==> src/rtl/im_loader.sv <==
// im_loader: writes a byte stream into consecutive instruction-memory addresses
// and holds the CPU in reset until the load completes.
module im_loader #(
   parameter int DEPTH = 256,
   parameter int AW = 8
) (
   input  logic          clk,
   input  logic          rst_n,
   input  logic          start,
   input  logic [AW:0]   load_len,
   input  logic [7:0]    byte_in,
   input  logic          byte_valid,
   output logic          byte_ready,
   output logic          mem_we,
   output logic [AW-1:0] mem_addr,
   output logic [7:0]    mem_wdata,
   output logic          busy,
   output logic          done,
   output logic          cpu_hold,
   output logic [7:0]    checksum
);
   typedef enum logic [1:0] {IDLE, LOAD, DONE} state_t;
   localparam logic [AW:0] FULL = (AW+1)'(DEPTH);
   state_t state;
   logic [AW:0] len, count;
   always_ff @(posedge clk or negedge rst_n) begin
      if (!rst_n) begin
         state <= IDLE;
         len <= '0;
         count <= '0;
         byte_ready <= 1'b0;
         mem_we <= 1'b0;
         mem_addr <= '0;
         mem_wdata <= '0;
         busy <= 1'b0;
         done <= 1'b0;
         cpu_hold <= 1'b1;
         checksum <= '0;
      end else begin
         mem_we <= 1'b0;
         unique case (state)
            IDLE, DONE: if (start && load_len != '0) begin
               state <= LOAD;
               len <= (load_len > FULL) ? FULL : load_len;
               count <= '0;
               checksum <= '0;
               byte_ready <= 1'b1;
               busy <= 1'b1;
               done <= 1'b0;
               cpu_hold <= 1'b1;
            end
            LOAD: if (byte_valid && byte_ready) begin
               mem_we <= 1'b1;
               mem_addr <= count[AW-1:0];
               mem_wdata <= byte_in;
               count <= count + 1'b1;
               checksum <= checksum + byte_in;
               if (count == len - 1'b1) begin
                  state <= DONE;
                  byte_ready <= 1'b0;
                  busy <= 1'b0;
                  done <= 1'b1;
                  cpu_hold <= 1'b0;
               end
            end
            default: state <= IDLE;
         endcase
      end
   end
endmodule

==> config.mk <==
export PLATFORM = sky130hd
export DESIGN_NAME = im_loader
export DESIGN_NICKNAME = d
export VERILOG_FILES = /design/src/rtl/im_loader.sv
export SDC_FILE = /design/constraint.sdc
export NUM_CORES = 1
export LEC_CHECK = 0
export CAP_MARGIN = 0
export CORE_MARGIN = 10
export CORE_UTILIZATION = 55
export CTS_CLUSTER_DIAMETER = 60
export DETAILED_ROUTE_END_ITERATION = 7
export PLACE_DENSITY = 0.84
export SLEW_MARGIN = 40
export SYNTH_ARGS = -nofsm -noshare
export SYNTH_HDL_FRONTEND = slang
export SYNTH_SLANG_ARGS = --single-unit
export TNS_END_PERCENT = 10
==> constraint.sdc <==
create_clock -name clk -period 5.85 [get_ports clk]
set_input_delay 0.8775 -clock clk [delete_from_list [all_inputs] [get_ports clk]]
set_output_delay 0.8775 -clock clk [all_outputs]
set_load 0.01 [all_outputs]
==> qor.csv, run 1 <==
metric;value;unit
status;complete, no violations;
Avg WL per Cell;14.3;um
layout cells sized above 1;6.90;%
met3 WL;420;um
worst path arrival time;2.80;ns
slew margin rel.;61.2;%
Remaining DRCs;0;
Setup CP Type;input pin to flop;
met2 WL;2490;um
Hold Vio Cnt, Final;0;
final wirelength;5300;um
P&R area growth vs syn;23.9;%
top_reg_cell synth;dfrtp_1;
post-synthesis register bit count;48;
Die Wd;87.9;um
Yosys top cell area share;46.4;%
Mapped Avg Cell Area;9.24;um2
core area;4410;um2
H-tree level count;2;
Finished Layout Cells;371;
TritonCTS clock tree;yes;
PnR worst setup slack;3.22;ns
setup violators final;0;
most frequent cells in the layout;67 x nand2_1, 48 x clkdlybuf4s50_1, 47 x dfrtp_1;
detailed placement HPWL;3890;um
Yosys cell types;46;
Clock power frac;15.4;%
WL met1;2330;um
grt ovf;0;
power per cell area;488;nW/um2
CP endpoint kind;flop;
drt pass-1 iters;4;
min Tclk post-route;2.63;ns
clock buffer depth;2;
Final period util;45.0;%
# port buffers;49;
post-route cell area;3140;um2
most common cell after layout, fill and taps aside;nand2_1;
vias in the first global route;1955;
highest metal used;met4;
vias per cell;5.45;
drt first-iter violations;93;
CTS resizes;0;
initial antenna violation count;0;
Core Rows;24;
Yosys top cell by area;dfrtp_1;
part of the Yosys area used for sequential elements;47.5;%
Post CTS Setup Buffer Count;0;
via total after detailed routing;2023;
CP Launch Type;input pin;
Fmax;0.380;GHz
Seq pwr share;37.6;%
number of synthesized flops with an enable pin;0;
largest net degree at the start of global routing;49;
Die Footprint;7720;um2
first-pass GRT wire length;8960;um
Syn Nets;305;
antenna-violating nets left;0;
Final #Nets;349;
clk root buf;clkbuf_8;
total track usage;14.3;%
clk_lat worst skew;0.30;ns
clock slew at reported path FFs;0.08;ns
# diodes;0;
combinational share of power;46.9;%
warnings from Yosys;0;
total negative setup slack;0;ns
Max-Cap Viols;0;
main area contributors after synthesis;dfrtp_1 46%, nand2_1 9.9%, xnor2_1 5.5%;
RSZ-0062 raised after global routing;no;
Ports;50;
Placed Instances;363;
Lkg Pwr;0.00141;uW
CP required;6.02;ns
Mapped Area;2530;um2
switching part of the total;38.5;%
Hold Crit Class;flop to flop;
Slew @ Worst Pin;0.582;ns
P_int;940;uW
clock skew;0.00725;ns
Initial Utilization;57.4;%
Hold Buf Count CTS;0;
fin. max-slew vios;0;
hold slack;0.475;ns
Sw Pwr;590;uW
Num Clock Sinks;48;
Synth async-reset ratio;100;%
Placed Instance Area;3030;um2
pre-CTS setup slack;2.88;ns
fillers;355;
die span in y;87.9;um
GPL Wtd Cong;0.863;
clock buffer count from CTS;5;
Mapped Cells;274;
top fanout value on the critical path;2;
worst vdd ir;0.245;mV
## cells in the mapped netlist, types with 2 or more instances
cell type  instances
a21o_1             2
a21oi_1            7
a22oi_1            2
a31oi_1            2
buf_1              2
buf_2              3
buf_6              2
clkbuf_1           5
dfrtp_1           47
ha_1               9
inv_1              6
nand2_1           67
nand2b_1           2
nand3_1           14
nand3b_1           8
nand4_1            4
nor2_1            12
nor2_2             4
nor2b_1            3
nor3_1             5
nor4_1             2
o21a_1             2
o21ai_0           16
o22ai_1            2
or3_1              4
xnor2_1           16
xor2_1             7
## power by group through the flow
stage | registers, uW | logic [uW] | clock network (uW)
final | 576 | 718 | 236
after global routing | 596 | 803 | 255
after CTS | 576 | 728 | 241
after detailed placement | 581 | 722 | 0
after global placement | 576 | 703 | 0
after floorplan | 588 | 450 | 0
## critical path, cell delays in order
cell             delay, ns
clkdlybuf4s50_1       0.43
ha_1                  0.24
fa_1                  0.40
a21o_1                0.17
a21oi_1               0.21
o21bai_1              0.08
a21oi_1               0.17
xor2_1                0.15
o21ai_0               0.08
## layer usage
metal | global-route usage (%) | up-vias
met4 | 3.62 | 0
met2 | 24.2 | 47
met5 | 0 | -
met3 | 4.92 | 7
li1 | - | 1018
met1 | 16.8 | 951
## through the flow
step / total power [uW] / util [%]
floorplan: 1040 / -
global placement: 1280 / 68.4
detailed placement: 1300 / 68.5
CTS: 1550 / 71.1
global route: 1650 / 71.1
finish: 1530 / 71.1
## cells by family (layout without fill, tap and decap cells)
family | Yosys count | count (layout) | synth area share (%)
xor+xnor | 23 | 23 | 7.95
fa+ha+maj | 10 | 10 | 5.24
buf+inv | 21 | 66 | 4.20
compound gates | 38 | 38 | 8.79
flops | 48 | 48 | 47.5
simple gates | 134 | 134 | 26.3
## sequential cells by signal (all words and copies together) (netlist names)
| name | cells |
|---|---|
| count | 9 |
| len | 9 |
| checksum | 8 |
| mem_addr | 8 |
| mem_wdata | 8 |
| state | 2 |
| busy | 1 |
| cpu_hold | 1 |
| done | 1 |
| mem_we | 1 |
## area by class of cell
cell class	instances	area, um2	share of cell area (%)
Clock buffer	5	68.8	2.19
Clock inverter	3	42.5	1.36
Inverter	8	35.0	1.12
Multi-Input combinational cell	205	1230	39.1
Sequential cell	48	1200	38.3
Tap cell	52	65.1	2.07
Timing Repair Buffer	50	495	15.8
## final timing paths
path	startpoint	to	slack (ns)	depth (start not counted)
max in group asynchronous	rst_n	checksum[7]	4.89	1
worst max register to register	len[0]	state[1]	3.79	7
worst max-delay path	byte_in[0]	checksum[6]	3.22	9
min in group asynchronous	rst_n	mem_wdata[4]	0.57	1
worst min register to register	mem_wdata[1]	mem_wdata[1]	0.47	2
worst min-delay path	mem_wdata[1]	mem_wdata[1]	0.47	2
Note: power is estimated with default switching activity, not from simulation.
==> run 2: changes to the inputs <==
Settings changed: CORE_UTILIZATION 55 to 46, PLACE_DENSITY 0.84 to 0.75.
Clock period 5.85 ns to 2.3 ns, I/O delays scaled along.
==> run 2 against run 1 <==
Global-route usage shrank 0.76 points. Final cell count grew 7.8%. Clock power grew 120%. Wire length grew 6.0%. Worst hold slack lost 0.35 ns. Critical path depth is the same. Worst setup slack lost 3.0 ns.
==> qor.csv, run 2 (same netlist as run 1, synthesis figures left out) <==
metric;value;unit;change
status;complete, no violations;;
fin. max-slew vios;0;;unchanged
total track usage;13.5;%;-0.76 points
grt ovf;0;;unchanged
Fmax;0.489;GHz;
clock buffer depth;2;;unchanged
worst vdd ir;0.667;mV;+170%
layout cells sized above 1;9.09;%;+2.2 points
Max-Cap Viols;0;;unchanged
R2R Setup Slk;0.28;ns;-3.51 ns
# diodes;0;;unchanged
Num Clock Sinks;48;;unchanged
antenna-violating nets left;0;;unchanged
Hold Crit Class;input pin to async pin;;
TritonCTS clock tree;yes;;
Crit-path slowest cell;clkdlybuf4s50_1;;
CP max stage delay;0.43;ns;about the same
power per cell area;1210;nW/um2;+150%
Final period util;89.0;%;
clock skew;0.0107;ns;+0.00344 ns
Post CTS Setup Buffer Count;0;;unchanged
Total Power;3890;uW;+150%
most common cell after layout, fill and taps aside;nand2_1;;
largest net degree at the start of global routing;49;;unchanged
Slew @ Worst Pin;0.597;ns;+0.0144 ns
PnR worst setup slack;0.254;ns;-2.96 ns
met3 WL;344;um;-18%
slew margin rel.;60.2;%;-0.95 points
WL met1;2580;um;+10%
Die Footprint;8870;um2;+15%
die span in y;94.2;um;+7.2%
CP required;2.49;ns;-3.53 ns
pre-CTS setup slack;-0.0902;ns;-2.97 ns
Setup CP Type;input pin to flop;;
Hold Buf Count CTS;0;;unchanged
Avg WL per Cell;14.0;um;-1.7%
post-route cell area;3210;um2;+2.5%
Core Rows;26;;+8.3%
hold slack;0.122;ns;-0.353 ns
setup violators final;0;;unchanged
drt first-iter violations;74;;-20%
clock buffer count from CTS;5;;unchanged
initial antenna violation count;0;;unchanged
# port buffers;49;;unchanged
clk root buf;clkbuf_8;;
Remaining DRCs;0;;unchanged
Placed Instance Area;3120;um2;+3.3%
clock slew at reported path FFs;0.09;ns;about the same
Hold Vio Cnt, Final;0;;unchanged
Buffers & Inverters on Critical Path;1;;unchanged
Top delay family on crit path;compound AO/OA/AOI/OAI gates;;
via total after detailed routing;2076;;+2.6%
core area;5240;um2;+19%
H-tree level count;2;;unchanged
top flop regs;count (9), len (9);;
Final #Nets;360;;+3.2%
CP Launch Type;input pin;;
most frequent cells in the layout;67 x nand2_1, 48 x clkdlybuf4s50_1, 47 x dfrtp_1;;
Lkg Pwr;0.00145;uW;+3.1%
vias per cell;5.19;;-4.8%
CTS resizes;0;;unchanged
vias in the first global route;2139;;+9.4%
RR Startpoint;len[0];;
min Tclk post-route;2.05;ns;
highest metal used;met4;;
Die Wd;94.2;um;+7.2%
met2 WL;2610;um;+4.5%
Initial Utilization;48.4;%;-9.0 points
final wirelength;5610;um;+6.0%
GPL Wtd Cong;0.870;;+0.86%
top fanout value on the critical path;2;;unchanged
drt pass-1 iters;4;;unchanged
clk_lat worst skew;0.31;ns;about the same
worst path arrival time;2.23;ns;-0.57 ns
RSZ-0062 raised after global routing;no;;
most used cell, CP;a21oi_1;;
P&R area growth vs syn;26.9;%;
R2R cell count;7;;unchanged
reg2reg end;state[1];;
first-pass GRT wire length;9790;um;+9.2%
Ports;50;;unchanged
critical path cell sequence;clkdlybuf4s50_1 -> ha_1 -> fa_1 -> a21o_1 -> a21oi_1 -> o21bai_1 -> a21oi_1 -> xor2_1 -> o21ai_0;;
detailed placement HPWL;4160;um;+7.0%
CP endpoint kind;flop;;
run 2: changes by cell type in the layout (fill, tap and decap cells not counted):
cell	before	now
o21ai_1	0	1
clkinvlp_4	1	0
o21ai_2	1	0
bufinv_16	1	0
buf_2	0	1
buf_4	2	12
clkinv_2	1	0
clkbuf_1	0	2
clkbuf_8	5	6
run 2: how the worst max path moves through the flow:
stage                     start           to  slack [ns]  cells after the start
floorplan           checksum[0]  checksum[6]        0.35                      8
CTS                  byte_in[0]  checksum[6]        0.25                      9
finish               byte_in[0]  checksum[6]        0.25                      9
detailed placement   byte_in[0]  checksum[6]       -0.09                      9
global placement     byte_in[0]  checksum[6]       -0.05                      9
global route         byte_in[0]  checksum[6]        0.09                      9
run 2: cell type report:
type | count | area, um2
clock buffer | 8 | 90.1
fill | 476 | 2020
inverter | 8 | 35.0
multi-input combinational | 205 | 1220
sequential | 48 | 1200
tap | 70 | 87.6
timing repair buffer | 61 | 576
run 2: routing by layer:
layer | global-route usage (%) | vias up
li1 | - | 1034
met5 | 0 | -
met2 | 22.1 | 40
met4 | 5.06 | 0
met1 | 16.3 | 995
met3 | 3.92 | 7
run 2: report_power, final:
group          total, uW  switching, uW  internal [uW]  leakage, uW
clock network        523            277            246    0.0000455
registers           1470            318           1150     0.000611
logic               1900            917            983     0.000798
total               3890           1510           2380      0.00145
run 2: worst register-to-register path, cell delays in order, from the launching register on:
cell and delay [ns]:
dfrtp_1 0.45, inv_1 0.09, ha_1 0.30, or3_1 0.40
a31oi_1 0.16, nand4_1 0.16, nor3_2 0.26, a31o_2 0.15
run 2: stage by stage:
step | cells | utilization (%) | TNS, ns
after floorplan | 274 | - | 0
after global placement | 392 | 59.7 | -0.0511
after detailed placement | 392 | 59.7 | -0.132
after CTS | 400 | 61.4 | 0
after global routing | 400 | 61.4 | 0
final | 400 | 61.4 | 0
==> run 3: changes to the inputs <==
Settings changed: PLACE_DENSITY 0.75 to 0.71.
==> run 3 against run 2 <==
Global-route usage rose by 0.43 points. Critical endpoint unchanged. Count of clock-buffer cells in the layout fell by 2. Critical path type unchanged. Utilization is 0.62 points higher. First-iteration DRC count is 20% higher.
==> qor.csv, run 3 (same netlist as run 1, synthesis figures left out) <==
metric;value;unit;change
Core Rows;26;;unchanged
Ports;50;;unchanged
Final Util;62.0;%;+0.62 points
P&R area growth vs syn;28.2;%;
Die Wd;94.2;um;unchanged
Crit-path slowest cell;clkdlybuf4s50_1;;
reg2reg end;state[1];;
hold_sp;mem_wdata[6];;
final wirelength;5760;um;+2.6%
slew margin rel.;62.8;%;+2.6 points
status;complete, no violations;;
crit path to;checksum[6];;
most frequent cells in the layout;67 x nand2_1, 48 x clkdlybuf4s50_1, 47 x dfrtp_1;;
largest net degree at the start of global routing;37;;-24%
top fanout value on the critical path;2;;unchanged
Max-Cap Viols;0;;unchanged
clk_lat worst skew;0.31;ns;about the same
clock buffer depth;2;;unchanged
CP startpoint;byte_in[0];;
fin. max-slew vios;0;;unchanged
Fmax;0.480;GHz;-1.8%
Placed Instance Area;3130;um2;+0.16%
clock slew at reported path FFs;0.09;ns;about the same
RSZ-0062 raised after global routing;no;;
Post CTS Setup Buffer Count;0;;unchanged
# port buffers;49;;unchanged
via total after detailed routing;2082;;+0.29%
detailed placement HPWL;4250;um;+2.1%
CP Launch Type;input pin;;
post-route cell area;3250;um2;+1.0%
Final period util;90.6;%;+1.7 points
worst path arrival time;2.26;ns;+0.03 ns
H-tree level count;2;;unchanged
die span in y;94.2;um;unchanged
grt ovf;0;;unchanged
vias per cell;5.21;;+0.29%
worst vdd ir;0.630;mV;-5.6%
Slew @ Worst Pin;0.558;ns;-0.0386 ns
fillers;483;;+1.5%
hold slack;0.478;ns;+0.357 ns
critical path cell sequence;clkdlybuf4s50_1 -> ha_1 -> fa_1 -> a21o_1 -> a21oi_1 -> o21bai_1 -> a21oi_1 -> xor2_1 -> o21ai_0;;
vias in the first global route;2100;;-1.8%
power per cell area;1230;nW/um2;+1.5%
total negative setup slack;0;ns;unchanged
CTS resizes;0;;unchanged
Num Clock Sinks;48;;unchanged
RR Startpoint;len[0];;
clock buffer count from CTS;5;;unchanged
GPL Wtd Cong;0.846;;-2.8%
Final #Nets;360;;unchanged
Hold Vio Cnt, Final;0;;unchanged
# diodes;0;;unchanged
most common cell after layout, fill and taps aside;nand2_1;;
R2R cell count;7;;unchanged
top flop regs;count (9), len (9);;
CP endpoint kind;flop;;
core area;5240;um2;unchanged
Avg WL per Cell;14.4;um;+2.6%
drt first-iter violations;89;;+20%
first-pass GRT wire length;10100;um;+2.8%
min Tclk post-route;2.08;ns;+0.0380 ns
most used cell, CP;a21oi_1;;
setup violators final;0;;unchanged
clk root buf;clkbuf_8;;
Finished Layout Cells;400;;unchanged
Die Footprint;8870;um2;unchanged
layout cells sized above 1;9.09;%;unchanged
Placed Instances;391;;-0.26%
Setup CP Type;input pin to flop;;
Initial Utilization;48.4;%;unchanged
antenna-violating nets left;0;;unchanged
total track usage;13.9;%;+0.43 points
clock skew;0.0101;ns;-0.000620 ns
CP required;2.48;ns;about the same
TritonCTS clock tree;yes;;
Remaining DRCs;0;;unchanged
drt pass-1 iters;4;;unchanged
Lkg Pwr;0.00147;uW;+0.96%
CP max stage delay;0.43;ns;about the same
initial antenna violation count;0;;unchanged
R2R Setup Slk;0.25;ns;-0.03 ns
Hold Crit Class;flop to flop;;
run 3: final cells by class:
type	count	area, um2	area share (%)
Clock buffer	6	72.6	2.24
Clock inverter	2	35.0	1.08
Tap cell	70	87.6	2.70
Inverter	8	35.0	1.08
Multi-Input combinational cell	205	1220	37.7
Timing Repair Buffer	61	591	18.2
Sequential cell	48	1200	37.0
run 3: how the worst min path moves through the flow:
stage                    to  slack, ns  cells past startpoint
2_1_floorplan          busy       0.05                      0
3_3_place_gp   mem_wdata[4]       0.33                      1
3_5_place_dp   mem_wdata[6]       0.34                      1
4_1_cts        mem_wdata[6]       0.48                      2
5_1_grt         mem_addr[7]       0.52                      2
6_report       mem_wdata[6]       0.48                      2
run 3: routing by layer:
layer	vias to the layer above	wire, um	track usage [%]
met5	-	0	0
met3	7	392	4.80
met1	992	2650	17.3
li1	1036	-	-
met4	0	66	4.30
met2	47	2650	22.1
run 3: timing repair:
action                                 CTS  global route
endpoints found under the hold margin   17             0
hold buffers                             1             0
setup endpoints to repair                0             0
run 3: power breakdown:
group          switching, uW  total [uW]  leakage, uW  internal, uW
logic                    930        1910     0.000802           978
clock network            288         611    0.0000552           323
registers                320        1470     0.000611          1150
run 3: metrics by stage:
step	setup WS, ns	total power [uW]
after CTS	0.212	4020
final	0.216	3990
after floorplan	0.353	2640
after global placement	-0.0811	3340
after global routing	0.0673	4310
after detailed placement	-0.118	3390
run 3: worst max-delay path: cells and delay by family:
family | cells | cell delay, ns
adders and majority gates | 2 | 0.64
buffers and inverters | 1 | 0.43
xor gates and xnor gates | 1 | 0.15
AOI/OAI and AO/OA | 5 | 0.71
